$ cat src/rtl/muldiv_pkg.sv
// Shared definitions for the HI/LO sequencer: op-bit positions, FSM encoding,
// operand-decode helper and HI/LO field positions within a 2*W result.
package muldiv_pkg;

    localparam int OP_W     = 6;
    localparam int OP_MULT  = 0;
    localparam int OP_MULTU = 1;
    localparam int OP_DIV   = 2;
    localparam int OP_DIVU  = 3;
    localparam int OP_MTHI  = 4;
    localparam int OP_MTLO  = 5;

    localparam int CNT_W = 4;

    localparam logic [2:0] ST_IDLE     = 3'd0;
    localparam logic [2:0] ST_MUL      = 3'd1;
    localparam logic [2:0] ST_DIV_REQ  = 3'd2;
    localparam logic [2:0] ST_DIV_WAIT = 3'd3;
    localparam logic [2:0] ST_DRAIN    = 3'd4;

    typedef enum logic [2:0] {
        S_IDLE     = ST_IDLE,
        S_MUL      = ST_MUL,
        S_DIV_REQ  = ST_DIV_REQ,
        S_DIV_WAIT = ST_DIV_WAIT,
        S_DRAIN    = ST_DRAIN
    } state_t;

    // A result bus is {HI, LO}: HI occupies the upper half.
    function automatic int hi_lsb(input int data_w);
        return data_w;
    endfunction

    function automatic logic op_is_onehot(input logic [OP_W-1:0] op);
        return (op != '0) && ((op & (op - OP_W'(1))) == '0);
    endfunction

endpackage

$ cat src/rtl/muldiv_ctrl_hilo_regs.sv
// Architectural HI/LO flops with a write mux for mthi, mtlo, multiplier and divider sources.
// Writes land at the clock edge they are enabled on; no backpressure.
module hilo_regs
    import muldiv_pkg::*;
#(
    parameter int DATA_W = 32
) (
    input  logic                clk,
    input  logic                rst,
    input  logic                i_mthi_we,
    input  logic                i_mtlo_we,
    input  logic                i_mul_we,
    input  logic                i_div_we,
    input  logic [DATA_W-1:0]   i_mt_dat,
    input  logic [2*DATA_W-1:0] i_mul_dat,
    input  logic [2*DATA_W-1:0] i_div_dat,
    output logic [DATA_W-1:0]   o_hi,
    output logic [DATA_W-1:0]   o_lo
);

    localparam int HI_LSB = hi_lsb(DATA_W);

    logic [DATA_W-1:0] r_hi;
    logic [DATA_W-1:0] r_lo;
    logic [DATA_W-1:0] w_hi_nxt;
    logic [DATA_W-1:0] w_lo_nxt;

    always_comb begin
        w_hi_nxt = r_hi;
        w_lo_nxt = r_lo;
        if (i_mul_we) begin
            w_hi_nxt = i_mul_dat[HI_LSB +: DATA_W];
            w_lo_nxt = i_mul_dat[0 +: DATA_W];
        end else if (i_div_we) begin
            w_hi_nxt = i_div_dat[HI_LSB +: DATA_W];
            w_lo_nxt = i_div_dat[0 +: DATA_W];
        end else begin
            if (i_mthi_we) w_hi_nxt = i_mt_dat;
            if (i_mtlo_we) w_lo_nxt = i_mt_dat;
        end
    end

    always_ff @(posedge clk or posedge rst) begin
        if (rst) begin
            r_hi <= '0;
            r_lo <= '0;
        end else begin
            r_hi <= w_hi_nxt;
            r_lo <= w_lo_nxt;
        end
    end

    assign o_hi = r_hi;
    assign o_lo = r_lo;

endmodule

$ cat src/rtl/muldiv_ctrl.sv
// HI/LO sequencer: one mult/div/mthi/mtlo in flight; done pulses the cycle HI/LO show the result
// (mt*: T+1, mult: T+MUL_LAT+1, div: cycle after div_out_valid); req_ready only in IDLE without flush.
module muldiv_ctrl
    import muldiv_pkg::*;
#(
    parameter int DATA_W  = 32,
    parameter int MUL_LAT = 1
) (
    input  logic                clk,
    input  logic                rst,
    input  logic                flush,
    input  logic                req_valid,
    output logic                req_ready,
    input  logic [OP_W-1:0]     req_op,
    input  logic [DATA_W-1:0]   req_src1,
    input  logic [DATA_W-1:0]   req_src2,
    output logic                done,
    output logic                busy,
    output logic [DATA_W-1:0]   hi,
    output logic [DATA_W-1:0]   lo,
    output logic [1:0]          mul_op,
    output logic [DATA_W-1:0]   mul_src1,
    output logic [DATA_W-1:0]   mul_src2,
    input  logic [2*DATA_W-1:0] mul_result,
    output logic [1:0]          div_op,
    output logic [DATA_W-1:0]   div_dividend,
    output logic [DATA_W-1:0]   div_divisor,
    output logic                div_in_valid,
    input  logic                div_in_ready,
    input  logic [2*DATA_W-1:0] div_result,
    input  logic                div_out_valid,
    output logic                div_out_ready
);

    localparam logic [CNT_W-1:0] LP_MUL_LAT = CNT_W'(MUL_LAT);

    state_t             r_state;
    state_t             w_state_nxt;
    logic [CNT_W-1:0]   r_cnt;
    logic [CNT_W-1:0]   w_cnt_nxt;
    logic [3:0]         r_op;
    logic [DATA_W-1:0]  r_src1;
    logic [DATA_W-1:0]  r_src2;
    logic               r_done;
    logic               w_done_nxt;
    logic               w_accept;
    logic               w_mthi_we;
    logic               w_mtlo_we;
    logic               w_mul_we;
    logic               w_div_we;

    assign req_ready = (r_state == S_IDLE) && !flush;
    assign w_accept  = req_valid && req_ready;

    always_comb begin
        w_state_nxt = r_state;
        w_cnt_nxt   = r_cnt;
        w_done_nxt  = 1'b0;
        w_mthi_we   = 1'b0;
        w_mtlo_we   = 1'b0;
        w_mul_we    = 1'b0;
        w_div_we    = 1'b0;
        case (r_state)
            S_IDLE: begin
                if (w_accept) begin
                    // A malformed op is swallowed as a NOP so the pipeline still sees done.
                    if (!op_is_onehot(req_op)) begin
                        w_done_nxt = 1'b1;
                    end else if (req_op[OP_MTHI]) begin
                        w_mthi_we  = 1'b1;
                        w_done_nxt = 1'b1;
                    end else if (req_op[OP_MTLO]) begin
                        w_mtlo_we  = 1'b1;
                        w_done_nxt = 1'b1;
                    end else if (req_op[OP_MULT] || req_op[OP_MULTU]) begin
                        w_state_nxt = S_MUL;
                        w_cnt_nxt   = LP_MUL_LAT;
                    end else begin
                        w_state_nxt = S_DIV_REQ;
                    end
                end
            end
            S_MUL: begin
                if (flush) begin
                    w_state_nxt = S_IDLE;
                    w_cnt_nxt   = '0;
                end else if (r_cnt == CNT_W'(1)) begin
                    w_mul_we    = 1'b1;
                    w_done_nxt  = 1'b1;
                    w_state_nxt = S_IDLE;
                    w_cnt_nxt   = '0;
                end else begin
                    w_cnt_nxt = r_cnt - CNT_W'(1);
                end
            end
            S_DIV_REQ: begin
                // Once the divider has taken operands its result must still be consumed.
                if (flush) begin
                    w_state_nxt = div_in_ready ? S_DRAIN : S_IDLE;
                end else if (div_in_ready) begin
                    w_state_nxt = S_DIV_WAIT;
                end
            end
            S_DIV_WAIT: begin
                if (flush) begin
                    w_state_nxt = div_out_valid ? S_IDLE : S_DRAIN;
                end else if (div_out_valid) begin
                    w_div_we    = 1'b1;
                    w_done_nxt  = 1'b1;
                    w_state_nxt = S_IDLE;
                end
            end
            S_DRAIN: begin
                if (div_out_valid) w_state_nxt = S_IDLE;
            end
            default: w_state_nxt = S_IDLE;
        endcase
    end

    always_ff @(posedge clk or posedge rst) begin
        if (rst) begin
            r_state <= S_IDLE;
            r_cnt   <= '0;
            r_done  <= 1'b0;
            r_op    <= '0;
            r_src1  <= '0;
            r_src2  <= '0;
        end else begin
            r_state <= w_state_nxt;
            r_cnt   <= w_cnt_nxt;
            r_done  <= w_done_nxt;
            if (w_accept) begin
                r_op   <= req_op[OP_DIVU:OP_MULT];
                r_src1 <= req_src1;
                r_src2 <= req_src2;
            end
        end
    end

    hilo_regs #(
        .DATA_W (DATA_W)
    ) u_hilo (
        .clk       (clk),
        .rst       (rst),
        .i_mthi_we (w_mthi_we),
        .i_mtlo_we (w_mtlo_we),
        .i_mul_we  (w_mul_we),
        .i_div_we  (w_div_we),
        .i_mt_dat  (req_src1),
        .i_mul_dat (mul_result),
        .i_div_dat (div_result),
        .o_hi      (hi),
        .o_lo      (lo)
    );

    assign done          = r_done;
    assign busy          = (r_state != S_IDLE);
    assign div_in_valid  = (r_state == S_DIV_REQ);
    assign div_out_ready = (r_state == S_DIV_WAIT) || (r_state == S_DRAIN);
    assign mul_op        = (r_state == S_MUL) ? {r_op[OP_MULTU], r_op[OP_MULT]} : 2'b00;
    assign div_op        = ((r_state == S_DIV_REQ) || (r_state == S_DIV_WAIT)) ?
                           {r_op[OP_DIVU], r_op[OP_DIV]} : 2'b00;
    assign mul_src1      = r_src1;
    assign mul_src2      = r_src2;
    assign div_dividend  = r_src1;
    assign div_divisor   = r_src2;

endmodule

$ cat config.mk
export PLATFORM = sky130hd
export DESIGN_NAME = muldiv_ctrl
export DESIGN_NICKNAME = d
export VERILOG_FILES = /design/src/rtl/muldiv_pkg.sv /design/src/rtl/muldiv_ctrl_hilo_regs.sv /design/src/rtl/muldiv_ctrl.sv
export SDC_FILE = /design/constraint.sdc
export NUM_CORES = 1
export LEC_CHECK = 0
export CAP_MARGIN = 20
export CORE_AREA = 2 2 159 161
export CTS_BUF_LIST = sky130_fd_sc_hd__clkbuf_8
export CTS_CLUSTER_SIZE = 20
export DETAILED_ROUTE_END_ITERATION = 6
export DIE_AREA = 0 0 161 163
export PLACE_DENSITY = 0.68
export SLEW_MARGIN = 0
export SYNTH_ARGS = -nofsm -noshare
export SYNTH_HDL_FRONTEND = slang
export SYNTH_SLANG_ARGS = --single-unit
$ cat constraint.sdc
create_clock -name clk -period 4.2 [get_ports clk]
set_input_delay 0.84 -clock clk [delete_from_list [all_inputs] [get_ports clk]]
set_output_delay 0.84 -clock clk [all_outputs]
set_load 0.03 [all_outputs]
======== Word-level counts from Yosys, hierarchy flattened ========
Index checks and enable logic that the tools add are counted.
cells by class
  multiply operators ...................... 0
  reductions and logical operators ........ 16
  add/sub/neg operators ................... 2
  shift operators ......................... 0
  equality and inequality tests ........... 12
  order comparisons ....................... 0
  divide/modulo/power cells ............... 0
  bitwise gates (word level) .............. 1
  mux-type cells .......................... 49
operators with widths
  cell                                              number
  2-to-1 mux 32 bit                                 6
  2-to-1 mux 3 bit                                  12
  2-to-1 mux 4 bit                                  7
  2-to-1 mux 1 bit                                  18
  one-hot mux 3 bit (5 select lines)                1
  AND reduction 6 bit                               2
  nonzero test 3 bit                                3
  one-hot mux 4 bit (2 select lines)                1
  bitwise AND 6 bit                                 1
  == test 3 x 2 -> 1 bit, second input constant     2
  logical NOT 6 bit                                 1
  2-to-1 mux 2 bit                                  3
  != test 2 bit, second input constant              3
  nonzero test 6 bit                                1
  subtractor 6 x 1 -> 6 bit, second input constant  1
  == test 4 x 1 -> 1 bit, second input constant     1
  != test 2 x 1 -> 1 bit, second input constant     2
  subtractor 4 x 1 -> 4 bit, second input constant  1
  == test 3 x 1 -> 1 bit, second input constant     1
  == test 3 bit, second input constant              1
  logical AND 1 bit                                 3
  logical NOT 3 bit                                 1
  logical OR 1 bit                                  3
  != test 3 x 2 -> 1 bit, second input constant     1
  4 further kinds                                   4
storage, ports and cells
  latch bits .............................. 0
  input port bits ......................... 204
  ROM bits ................................ 0
  bits in writable memories ............... 0
  bits in registers ....................... 140
  memories ................................ 0

======== Depth between registers and ports, before layout ========
  word-level depth ........................ 10
  depth in mapped cells ................... 8
  depth with buffers taken out ............ 6

======== Cells and area by module ========
Synthesis repeated with hierarchy kept, for this count alone.
unflattened totals
  cells, all modules ...................... 656
  area total of the unflattened synthesis .. 7206.9 µm²
by module, submodules not included
  module       times used  cells each  area an instance (µm²)  sequential area each (µm²)
  muldiv_ctrl  1           293         3711.1                  1901.8
  hilo_regs    1           363         3495.9                  1601.5

======== Worst setup path before layout ========
No wires, ideal clock.
  kind .................................... input to register
  start ................................... input port flush
  end ..................................... register u_hilo.r_hi[4] (netlist: u_hilo.o_hi[4])
  stages on the path ...................... 7
  data required time ...................... 4.072 ns
  buffers on the path ..................... 3
  library setup time ...................... 0.128 ns
  setup slack ............................. 1.796 ns
  arrival ................................. 2.276 ns
  path through ............................ or4b_1 -> buf_2 -> buf_4 -> buf_2 -> nor3_1 -> a31oi_1 -> mux2_1
on the way
  longest elaborated chain between the ends .. 6
  elaborated cells on any way between the ends .. 12
  classes of those cells .................. mux: 8; reduce/logical: 4
ends and longest elaborated chain
  what                          RTL line                     text
  start: declaration            muldiv_ctrl.sv:11            input logic flush,
  logical NOT 1 bit             muldiv_ctrl.sv:52            assign req_ready = (r_state == S_IDLE) && !flush;
  logical AND 1 bit             muldiv_ctrl.sv:52
  logical AND 1 bit             muldiv_ctrl.sv:53            assign w_accept = req_valid && req_ready;
  2-to-1 mux 1 bit              muldiv_ctrl.sv:65            if (w_accept) begin
  2-to-1 mux 1 bit              muldiv_ctrl.sv:63            case (r_state)
  nonzero test 3 bit (no line)  -
  end signal: assignment        muldiv_ctrl_hilo_regs.sv:48  r_hi <= w_hi_nxt;
  end: declaration              muldiv_ctrl_hilo_regs.sv:23  logic [DATA_W-1:0] r_hi;
Several ways; a longest one is shown, not always the timed one.
A chain may end at the register's enable or synchronous reset.

======== Worst setup path after layout ========
  start ................................... register r_state[1]
  end ..................................... output port div_in_valid
on the way
  longest elaborated chain between the ends .. 1
ends and longest elaborated chain
  what                      RTL line            text
  start: declaration        muldiv_ctrl.sv:37   state_t r_state;
  start signal: assignment  muldiv_ctrl.sv:129  r_state <= w_state_nxt;
  == test 3 x 2 -> 1 bit    muldiv_ctrl.sv:158  assign div_in_valid = (r_state == S_DIV_REQ);
  end: declaration          muldiv_ctrl.sv:28   output logic div_in_valid,
No other way between the ends.

==> results.json <==
{
  "hpwl_um": 20600,
  "grt_pass1_wl_um": 43300,
  "tritoncts": "yes",
  "grt_start_max_net_pins": 67,
  "row_count": 58,
  "total_power_mw": 8.86,
  "post_cts.repair.setup_buffers": 0,
  "synth_edf_count": 0,
  "period_needed_ns": 3.26,
  "worstPathMaxFanout": 10,
  "r2r-start": "r_state[0]",
  "die-height_um": 163,
  "cellPowerDensity_nw_per_um2": 751,
  "critPathKind": "flop to output port",
  "setup_ws_ns": 0.938,
  "grt_usage_pct": 21.7,
  "holdBufCountCts": 0,
  "drive_gt1_share_pct": 10.3,
  "final_nets": 1345,
  "clk_path_buf_depth": 2,
  "synth_seq_cells": 140,
  "drtIter0Drc": 578,
  "fmax_mhz": 307,
  "postSynthCellCount": 830,
  "numCtsBuffers": 17,
  "worst_slew_pin_slew_ns": 0.819,
  "min-delay-start": "r_op[1]",
  "die_width_um": 161,
  "synth_ff_type": "dfrtp_1",
  "irDropWorstVdd_v": 0.000421,
  "cp.arrival_ns": 2.42,
  "dieArea_sq_um": 26200,
  "root_buffer": "clkbuf_8",
  "via_per_inst": 4.99,
  "synth_most_common_cell": "nand2_1",
  "cp-start-kind": "flop",
  "cp_data_required_time_ns": 3.36,
  "post_drt_wl_per_cell_um": 19.7,
  "grt_setup_unrepaired": "no",
  "ios": 405,
  "dp_slack_ns": 0.734,
  "clock_latency_ns": 0.45,
  "drt-total-wl_um": 29300,
  "synth_area_leaders": "dfrtp_1 (46%), nand2_1 (10%), mux2_2 (6.7%)",
  "synth_top_area_share_pct": 46.5,
  "gp_congestion": 0.818,
  "antenna_found_initial": 1,
  "core_sq_um": 24700,
  "final-max-slew-violation-count": 0,
  "period_share_pct": 77.7,
  "syn_to_final_growth_pct": 56.5,
  "first_pass_iters": 6,
  "grt_pass1_vias": 7382,
  "hold_path.class": "flop to flop",
  "syn_area_per_cell_sq_um": 9.08,
  "ant_nets": 0,
  "yosys.area.top_type": "dfrtp_1",
  "htree_levels": 4,
  "synthArstFlopShare_pct": 100,
  "post_cts_resized": 0,
  "synth_fp_nets": 1036,
  "start_util_pct": 30.5,
  "path_clk_slew_ns": 0.09,
  "timing.critical_path.from": "r_state[1]",
  "vias": 7395,
  "synth_common_cells": "nand2_1 (203), dfrtp_1 (140), nor3_1 (66)",
  "synth-seq-area-share_pct": 46.5,
  "setup_viol_count_final": 0,
  "tns_ns": 0,
  "endpoint_kind": "output port",
  "drc_errors": 0,
  "synth_area_sq_um": 7530,
  "max_cap_viol_count": 0,
  "p_leak_nw": 4.87,
  "portBuffers": 404,
  "skew_ns": 0.0134,
  "yosysWarnings": 0,
  "status": "finished, final reports clean",
  "cts_sinks": 140,
  "synth_cell_types": 46,
  "finalHoldViolCount": 0,
  "grt-ovfl-total": 0,
  "relSlewSlack_pct": 45.3
}
==> worst paths after layout <==
check                             endpoint  slack (ns)  cells after the start
min in group asynchronous          r_op[2]        0.90                      2
max in group asynchronous  div_divisor[25]        2.53                      3
max                           div_in_valid        0.94                      3
min reg2reg                        r_op[1]        0.47                      2
max reg2reg                 u_hilo.o_lo[9]        1.44                      5
min                                r_op[1]        0.47                      2
==> state kept, by name, summed over array words and instances (netlist names) <==
name and flops:
r_op 4, u_hilo.o_hi 32, u_hilo.o_lo 32, done 1, div_divisor 32, r_cnt 4
r_state 3, div_dividend 32
==> power breakdown <==
group	total (mW)	internal (mW)	leakage [nW]	switching (mW)
clock network	1.10	0.496	0.194	0.609
logic	5.30	2.22	2.95	3.08
registers	2.46	1.98	1.73	0.482
total	8.86	4.69	4.87	4.17
==> cells by family after synthesis <==
group           share of synthesized area [%]
simple gates                             21.4
fa+ha+maj                               0.332
mux                                      10.3
buf+inv                                  10.9
flops                                    46.5
compound gates                           10.2
xor+xnor                                0.349
==> layout by cell type (no fill, tap or decap), types with 5 or more instances in the layout <==
cell type        synthesis  routed
o21ai_0                 37      37
clkbuf_8                 0      18
inv_1                    6       6
a31oi_1                 65      65
nand2_1                203     203
clkdlybuf4s50_1          0     403
a21oi_1                  5       5
nor3_1                  66      66
buf_4                   65      12
mux2_2                  45      45
mux2_4                  14      14
mux2_1                   5       5
nor2_1                   7       7
dfrtp_1                140     140
nand3_1                 64      64
==> per-layer routing <==
metal	up-vias	global-route usage, %	part of all wire, %
met5	-	0	0
met4	0	7.35	2.5
met3	45	5.93	8.3
met2	377	36.2	48
met1	3550	27.3	41
li1	3423	-	-
==> metrics by stage <==
step	instance area, sq um	cells	utilization [%]	hold WS (ns)
detailed placement	11400	1450	46.2	0.455
CTS	11800	1482	47.8	0.477
global placement	11400	1450	46.2	0.450
global route	11800	1483	47.8	0.497
finish	11800	1483	47.8	0.472
floorplan	7540	830	-	0.437
==> worst max-delay path, stage by stage, from the launching register on <==
cell             delay [ns]
dfrtp_1                0.55
nor2b_1                0.41
nor2b_1                0.29
clkdlybuf4s50_1        0.74
==> area by class of cell <==
type | instances | area [sq um]
fillers | 2360 | 12900
repair buffers | 420 | 4210
flip-flops and latches | 140 | 3500
multi-input cells | 554 | 3260
well taps | 330 | 413
clock buffers | 18 | 248
clock inverters | 14 | 135
inverters | 6 | 26.3
diodes | 1 | 2.50
(Power assumes the default switching activity.)
